--- config.mk ---
export PLATFORM = sky130hd
export DESIGN_NAME = bitstream_packer
export DESIGN_NICKNAME = d
export VERILOG_FILES = /design/src/rtl/prores_pkg.sv /design/src/rtl/bit_aligner.sv /design/src/rtl/bitstream_packer.sv
export SDC_FILE = /design/constraint.sdc
export NUM_CORES = 1
export LEC_CHECK = 0
export ABC_AREA = 1
export ABC_CLOCK_PERIOD_IN_PS = 5000
export BUFFER_PORTS_ARGS = -buffer_cell sky130_fd_sc_hd__buf_2
export CAP_MARGIN = 20
export CORE_ASPECT_RATIO = 0.9
export CORE_MARGIN = 5
export CORE_UTILIZATION = 59
export CTS_CLUSTER_DIAMETER = 150
export DETAILED_ROUTE_END_ITERATION = 7
export PLACE_DENSITY_LB_ADDON = 0.1
export SETUP_SLACK_MARGIN = 0.5
export SLEW_MARGIN = 40
export SYNTH_ARGS = -nofsm -noshare
export SYNTH_HDL_FRONTEND = slang
export SYNTH_HIERARCHICAL = 1
export SYNTH_SLANG_ARGS = --single-unit
--- constraint.sdc ---
create_clock -name clock -period 5 [get_ports clock]
set_clock_uncertainty 0.15 [all_clocks]
set_input_delay 1.5 -clock clock [delete_from_list [all_inputs] [get_ports clock]]
set_output_delay 1.5 -clock clock [all_outputs]
set_load 0.05 [all_outputs]
--- src/rtl/prores_pkg.sv ---
// rtl/prores_pkg.sv - shared types and helpers for the bitstream packer
package prores_pkg;

  typedef enum logic {PK_RUN, PK_DRAIN} packer_state_t;

  localparam int WORD_BITS = 32;
  localparam int ACC_BITS  = 64;

  // Byte lanes fill from [3] (first byte) downwards.
  function automatic logic [3:0] lanes_from_bytes(input logic [2:0] nbytes);
    case (nbytes)
      3'd1:    lanes_from_bytes = 4'b1000;
      3'd2:    lanes_from_bytes = 4'b1100;
      3'd3:    lanes_from_bytes = 4'b1110;
      3'd4:    lanes_from_bytes = 4'b1111;
      default: lanes_from_bytes = 4'b0000;
    endcase
  endfunction

endpackage

--- src/rtl/bit_aligner.sv ---
// rtl/bit_aligner.sv - appends an n-bit code MSB-first below the current fill
module bit_aligner
  import prores_pkg::*;
(
  input  logic [ACC_BITS-1:0] i_acc,
  input  logic [6:0]          i_fill,
  input  logic [63:0]         i_val,
  input  logic [6:0]          i_n,
  input  logic                i_en,
  output logic [ACC_BITS-1:0] o_acc,
  output logic [6:0]          o_fill
);

  logic [63:0] w_mask;
  logic [63:0] w_code;
  logic [6:0]  w_shift;

  always_comb begin
    w_mask  = (64'd1 << i_n) - 64'd1;
    w_code  = i_val & w_mask;
    // Bits below the fill are always zero, so OR-ing in the shifted code is safe.
    w_shift = 7'd64 - i_fill - i_n;
    o_acc   = i_acc;
    o_fill  = i_fill;
    if (i_en && (i_n != 7'd0)) begin
      o_acc  = i_acc | (w_code << w_shift);
      o_fill = i_fill + i_n;
    end
  end

endmodule

--- src/rtl/bitstream_packer.sv ---
// rtl/bitstream_packer.sv - packs variable-length codes into 32-bit big-endian words
module bitstream_packer
  import prores_pkg::*;
#(
  parameter int ADDR_WIDTH    = 16,
  parameter int MAX_CODE_BITS = 32
) (
  input  logic                  clock,
  input  logic                  reset_n,
  input  logic                  start,
  input  logic [ADDR_WIDTH-1:0] base_addr,
  input  logic                  in_enable,
  input  logic [63:0]           in_val,
  input  logic [63:0]           in_size_of_bit,
  input  logic                  in_flush,
  output logic                  out_valid,
  output logic [ADDR_WIDTH-1:0] out_addr,
  output logic [WORD_BITS-1:0]  out_data,
  output logic [3:0]            out_byte_en,
  output logic [31:0]           byte_count,
  output logic                  busy,
  output logic                  err_size,
  output logic                  err_overrun
);

  packer_state_t         r_state;
  logic [ACC_BITS-1:0]   r_acc;
  logic [6:0]            r_fill;
  logic [ADDR_WIDTH-1:0] r_wr_ptr;

  logic                  w_size_ok;
  logic [ACC_BITS-1:0]   w_acc;
  logic [6:0]            w_fill;
  logic [6:0]            w_fill_p7;
  logic [6:0]            w_pad;

  assign w_size_ok = (in_size_of_bit <= 64'(MAX_CODE_BITS));
  assign w_fill_p7 = w_fill + 7'd7;
  assign w_pad     = {w_fill_p7[6:3], 3'b000};
  assign busy      = (r_state == PK_DRAIN);

  bit_aligner u_aligner (
    .i_acc  (r_acc),
    .i_fill (r_fill),
    .i_val  (in_val),
    .i_n    (in_size_of_bit[6:0]),
    .i_en   (in_enable && w_size_ok),
    .o_acc  (w_acc),
    .o_fill (w_fill)
  );

  always_ff @(posedge clock or negedge reset_n) begin
    if (!reset_n) begin
      r_state     <= PK_RUN;
      r_acc       <= '0;
      r_fill      <= '0;
      r_wr_ptr    <= '0;
      out_valid   <= 1'b0;
      out_addr    <= '0;
      out_data    <= '0;
      out_byte_en <= '0;
      byte_count  <= '0;
      err_size    <= 1'b0;
      err_overrun <= 1'b0;
    end else begin
      out_valid <= 1'b0;
      if (start) begin
        r_state     <= PK_RUN;
        r_acc       <= '0;
        r_fill      <= '0;
        r_wr_ptr    <= base_addr;
        byte_count  <= '0;
        err_size    <= 1'b0;
        err_overrun <= 1'b0;
      end else if (r_state == PK_DRAIN) begin
        if (in_enable || in_flush) err_overrun <= 1'b1;
        out_valid   <= 1'b1;
        out_addr    <= r_wr_ptr;
        out_data    <= r_acc[63:32];
        out_byte_en <= lanes_from_bytes(r_fill[5:3]);
        byte_count  <= byte_count + 32'(r_fill[5:3]);
        r_wr_ptr    <= r_wr_ptr + ADDR_WIDTH'(1);
        r_acc       <= '0;
        r_fill      <= '0;
        r_state     <= PK_RUN;
      end else begin
        if (in_enable && !w_size_ok) err_size <= 1'b1;
        if (in_flush) begin
          r_acc  <= '0;
          r_fill <= '0;
          if (w_pad != 7'd0) begin
            out_valid <= 1'b1;
            out_addr  <= r_wr_ptr;
            out_data  <= w_acc[63:32];
            r_wr_ptr  <= r_wr_ptr + ADDR_WIDTH'(1);
            // More than one word of residue: the tail goes out from DRAIN.
            if (w_pad > 7'd32) begin
              out_byte_en <= 4'hF;
              byte_count  <= byte_count + 32'd4;
              r_acc       <= w_acc << 32;
              r_fill      <= w_pad - 7'd32;
              r_state     <= PK_DRAIN;
            end else begin
              out_byte_en <= lanes_from_bytes(w_pad[5:3]);
              byte_count  <= byte_count + 32'(w_pad[5:3]);
            end
          end
        end else if (w_fill >= 7'd32) begin
          out_valid   <= 1'b1;
          out_addr    <= r_wr_ptr;
          out_data    <= w_acc[63:32];
          out_byte_en <= 4'hF;
          byte_count  <= byte_count + 32'd4;
          r_wr_ptr    <= r_wr_ptr + ADDR_WIDTH'(1);
          r_acc       <= w_acc << 32;
          r_fill      <= w_fill - 7'd32;
        end else begin
          r_acc  <= w_acc;
          r_fill <= w_fill;
        end
      end
    end
  end

endmodule

==> metrics, run 1 <==
Mapped Cells 3240; GP Congestion 1.10; H-tree levels 4; Placed Cells 4081; initial antenna violation count 18; Exit stage global routing; Netlist cell types 51; Run Error [ERROR GRT-0232] Routing congestion too high. Check the congestion heatmap in the GUI.; synthesized cell area 19100 µm²; I/O pin cnt 237; grt ovf 297; Sink Count 175; area share of the largest cell type after synthesis 0.230; Post-synth top flop dfrtp_1; Worst EP post-GRT repair byte_count[16]$_DFFE_PN0P_/D; FP Rows 62; Yosys warning count 6; number of flops mapped to enable cells by yosys 0; total CTS buffers 17; largest net degree at the start of global routing 95; Seq/Total Area, Yosys 0.230; Worst End Pin Type register data pin; synth top area cells dfrtp_1 23%, nand2_1 18%, nand3_1 16%; #FFs+latches synth 175; syn nets 3419; Tot GR Track Use 0.835; number of port buffers 236; die width 200 µm; Initial Utilization 0.598; CTS max path bufs 2; Yosys top cell by area dfrtp_1; hpwl dp 64400 µm; dpl cell area 23100 µm²; outcome aborted with a tool error; Die H 181 µm; Synth async-reset ratio 1.00; Syn Area/Cell 5.89 µm²; Clock Tree Root clkbuf_16
[cells in the mapped netlist, types with 18 or more instances]
| cell | count |
|---|---|
| a21boi_0 | 20 |
| o21bai_1 | 19 |
| a21oi_1 | 61 |
| o21ai_0 | 144 |
| nand3_2 | 33 |
| buf_1 | 29 |
| nand3_1 | 625 |
| nor2_1 | 372 |
| nor3_1 | 26 |
| xor2_1 | 44 |
| inv_1 | 273 |
| nor2_2 | 26 |
| nand2_1 | 919 |
| buf_2 | 44 |
| clkbuf_1 | 64 |
| inv_2 | 18 |
| dfrtp_1 | 175 |
| nand4_1 | 96 |
| ha_1 | 25 |
| o21ai_1 | 29 |
| o21a_1 | 32 |
[per-layer routing]
metal | overflow | track usage
met2 | 142 | 0.916
met1 | 13 | 0.856
met3 | 38 | 0.768
met4 | 100 | 0.773
met5 | 4 | 0.568
[metrics by stage]
stage          utilization  worst slack (ns)  hold slack (ns)
4_1_cts              0.760             0.446            0.339
3_5_place_dp         0.724            -0.418            0.319
3_3_place_gp         0.724            -0.178            0.313
2_1_floorplan            -             0.409            0.325
[cell families after synthesis]
logic type	synth area share
and+or+nand+nor	0.519
buffers and inverters	0.101
AOI/OAI and AO/OA	0.103
DFF	0.230
xor gates and xnor gates	0.0239
adders and majority gates	0.0216
muxes	0.00157
[what timing repair did]
item / in CTS
buffers inserted: 12
gates resized for setup: 128
pin swaps: 25
hold buffers: 0
setup endpoints to repair: 133
gates cloned: 3
==> run 2, diff against run 1 <==
--- a/config.mk
+++ b/config.mk
@@ -9,13 +9,10 @@
 export ABC_CLOCK_PERIOD_IN_PS = 5000
 export BUFFER_PORTS_ARGS = -buffer_cell sky130_fd_sc_hd__buf_2
 export CAP_MARGIN = 20
-export CORE_ASPECT_RATIO = 0.9
 export CORE_MARGIN = 5
-export CORE_UTILIZATION = 59
-export CTS_CLUSTER_DIAMETER = 150
+export CORE_UTILIZATION = 40
 export DETAILED_ROUTE_END_ITERATION = 7
-export PLACE_DENSITY_LB_ADDON = 0.1
-export SETUP_SLACK_MARGIN = 0.5
+export PLACE_DENSITY_LB_ADDON = 0.15
 export SLEW_MARGIN = 40
 export SYNTH_ARGS = -nofsm -noshare
 export SYNTH_HDL_FRONTEND = slang
==> run 2 against run 1 <==
  * The flow now finishes without violations
  * Area after synthesis stayed put
  * Synthesized cell count is the same
==> metrics, run 2 <==
outcome finished clean; #FFs+latches synth 175; Slew headroom 0.469; Max VDD drop 0.000316 V; via count 24200; Syn Area/Cell 5.89 µm²; Routed wire per std cell 19.9 µm; Synth async-reset ratio 1.00; Inserted Diodes 0; CTS max path bufs 2; Tot GR Track Use 0.322; post-synthesis adder-cell area fraction 0.0216; Max Clock Freq 206 MHz; Residual DRC 0; endpoints failing hold 0; commonest non-fill, non-tap cells in the layout 910 x nand2_1, 606 x nand3_1, 395 x buf_4, 340 x nor2_1, 269 x inv_1; Post-Route WL 87100 µm; largest net degree at the start of global routing 92; Compound-Gate Fraction of Synth Area 0.103; count leader, synth nand2_1; Synth Area in Simple Gates 0.519; clk slew on worst S/H paths 0.08 ns; slack of the worst reg-to-reg path 1.07 ns; Initial Utilization 0.402; initial antenna violation count 0; I/O pin cnt 237; 1st-pass router iterations 6; worst min-delay path class reg2reg; post-layout util 0.519; Clock Tree Root clkbuf_16; initial drt markers 2591; Largest Register r_acc; unrepaired setup endpoints after global routing yes; CTS tree done; # setup viols final 0; Clock Latency Late Sink 0.49 ns; xor/xnor share of the synthesized area 0.0239; Die H 228 µm; CTS Hold Buffers Added 0; endpoint type of the worst setup path flip-flop; P per Cell Area 222 nW/µm²; Netlist cell types 51; Final Max Slew Viols 0; worst path required time 5.25 ns; FP Rows 80; GP Congestion 1.04; number of flops mapped to enable cells by yosys 0; core area 47400 µm²; synth top area cells dfrtp_1 23%, nand2_1 18%, nand3_1 16%; min Tclk post-route 4.85 ns; hpwl dp 69600 µm; Yosys top cell by area dfrtp_1; antenna-violating nets left 0; max FFs per register 64; synthesized cell area 19100 µm²; die width 228 µm; area share of the largest cell type after synthesis 0.230; mux share of post-synthesis cell area 0.00157; Sink Count 175; Mapped Cells 3240; Seq/Total Area, Yosys 0.230; Top Registers r_acc x64, byte_count x32, out_data x32; Startpoint Class primary input; Yosys warning count 6; CP max FO 9; nets 3933; P&R area growth vs syn 29.1%; maxcap violations 0; Crit Path Class in2reg; LEAKAGE 12.7 nW; largest family of logic cells by synthesized area simple AND/OR/NAND/NOR gates; grt ovf 0; global-route wire length before repair 133000 µm; H-tree levels 4; vias in the first global route 22800; Post-synth top cells 919 x nand2_1, 625 x nand3_1, 372 x nor2_1; Post-synth top flop dfrtp_1; post-DR vias/cell 5.52; syn nets 3419; die area 52100 µm²; commonest non-fill, non-tap cell in the layout nand2_1; number of port buffers 236; Slew @ Worst Pin 0.794 ns; Crit path arrival time 5.11 ns; final setup TNS 0 ns; Final period util 0.970; fraction of layout cells with a size suffix above 1 0.239; total CTS buffers 17
## run 2: cell counts after synthesis
Identical to the previous run, type by type.
## run 2: worst paths after layout
kind / startpoint / endpoint / cells past startpoint
worst max-delay path: in_size_of_bit[3] / r_acc[58]$_DFF_PN0_ / 27
worst min-delay path: out_addr[9]$_DFFE_PN0P_ / out_addr[9]$_DFFE_PN0P_ / 2
worst max register to register: r_fill[0]$_DFF_PN0_ / byte_count[14]$_DFFE_PN0P_ / 24
worst min register to register: out_addr[9]$_DFFE_PN0P_ / out_addr[9]$_DFFE_PN0P_ / 2
max in group asynchronous: reset_n / out_data[3]$_DFFE_PN0P_ / 3
min in group asynchronous: reset_n / byte_count[18]$_DFFE_PN0P_ / 1
## run 2: critical path: stages
cell and delay (ns):
buf_2 0.17, buf_12 0.13, buf_4 0.17, inv_2 0.07, buf_12 0.15, nand3_1 0.15
nor2_1 0.10, nand2_1 0.13, nand2_1 0.15, nor2_2 0.15, nand2_2 0.11, nor2_4 0.21
nand2_1 0.07, nand2_1 0.09, nand2_1 0.06, nor2_1 0.10, nand2_1 0.14, nand3_1 0.20
nand3_1 0.13, nand3_1 0.13, nand3_1 0.13, nand3_1 0.15, nand2_1 0.10, nand2_1 0.09
o21ai_0 0.12, o21ai_1 0.20, a21boi_1 0.18
## run 2: per-stage QoR
step	setup slack [ns]	area (µm²)	hold WS [ns]	cells	power (mW)
2_1_floorplan	0.00201	19100	0.325	3240	3.08
3_3_place_gp	-0.581	23600	0.317	4344	4.01
3_5_place_dp	-0.775	23600	0.320	4344	4.03
4_1_cts	0.0309	24300	0.341	4377	5.41
5_1_grt	-0.0746	24600	0.363	4382	5.76
6_report	0.148	24600	0.340	4382	5.46
## run 2: metal layers
layer  vias up  wire length, µm  track usage
li1      11700                -            -
met1     11400            40100        0.471
met2       999            38700        0.503
met3        99             6670       0.0543
met4         0             1620       0.0705
met5         -                0            0
## run 2: kinds of logic (layout without fill, tap and decap cells)
group           after synthesis  after routing
compound gates              339            339
xor+xnor                     52             52
fa+ha+maj                    30             30
buf+inv                     459            985
flops                       175            175
mux                           3              3
simple gates               2182           2183
## run 2: layout make-up
| cell class | instances | area (µm²) |
|---|---|---|
| sequential | 175 | 4380 |
| timing repair buffer | 655 | 4630 |
| clock inverter | 13 | 139 |
| multi-input combinational | 2607 | 13100 |
| fill | 4967 | 22800 |
| tap | 615 | 769 |
| timing repair inverter | 1 | 7.51 |
| clock buffer | 19 | 443 |
| inverter | 297 | 1130 |
## run 2: what timing repair did
action                                  in CTS  in global routing
gates cloned                                 1                  1
resized for setup                            8                126
pin swaps                                    0                 16
buffers inserted                             0                  3
endpoints found under the setup margin      16                 81
## run 2: power by group
group	switching [mW]	internal, mW	total [mW]
Combinational	1.65	0.803	2.45
Sequential	0.104	1.52	1.63
Clock	0.702	0.679	1.38
No activity file was read; power rests on OpenSTA's default activity.
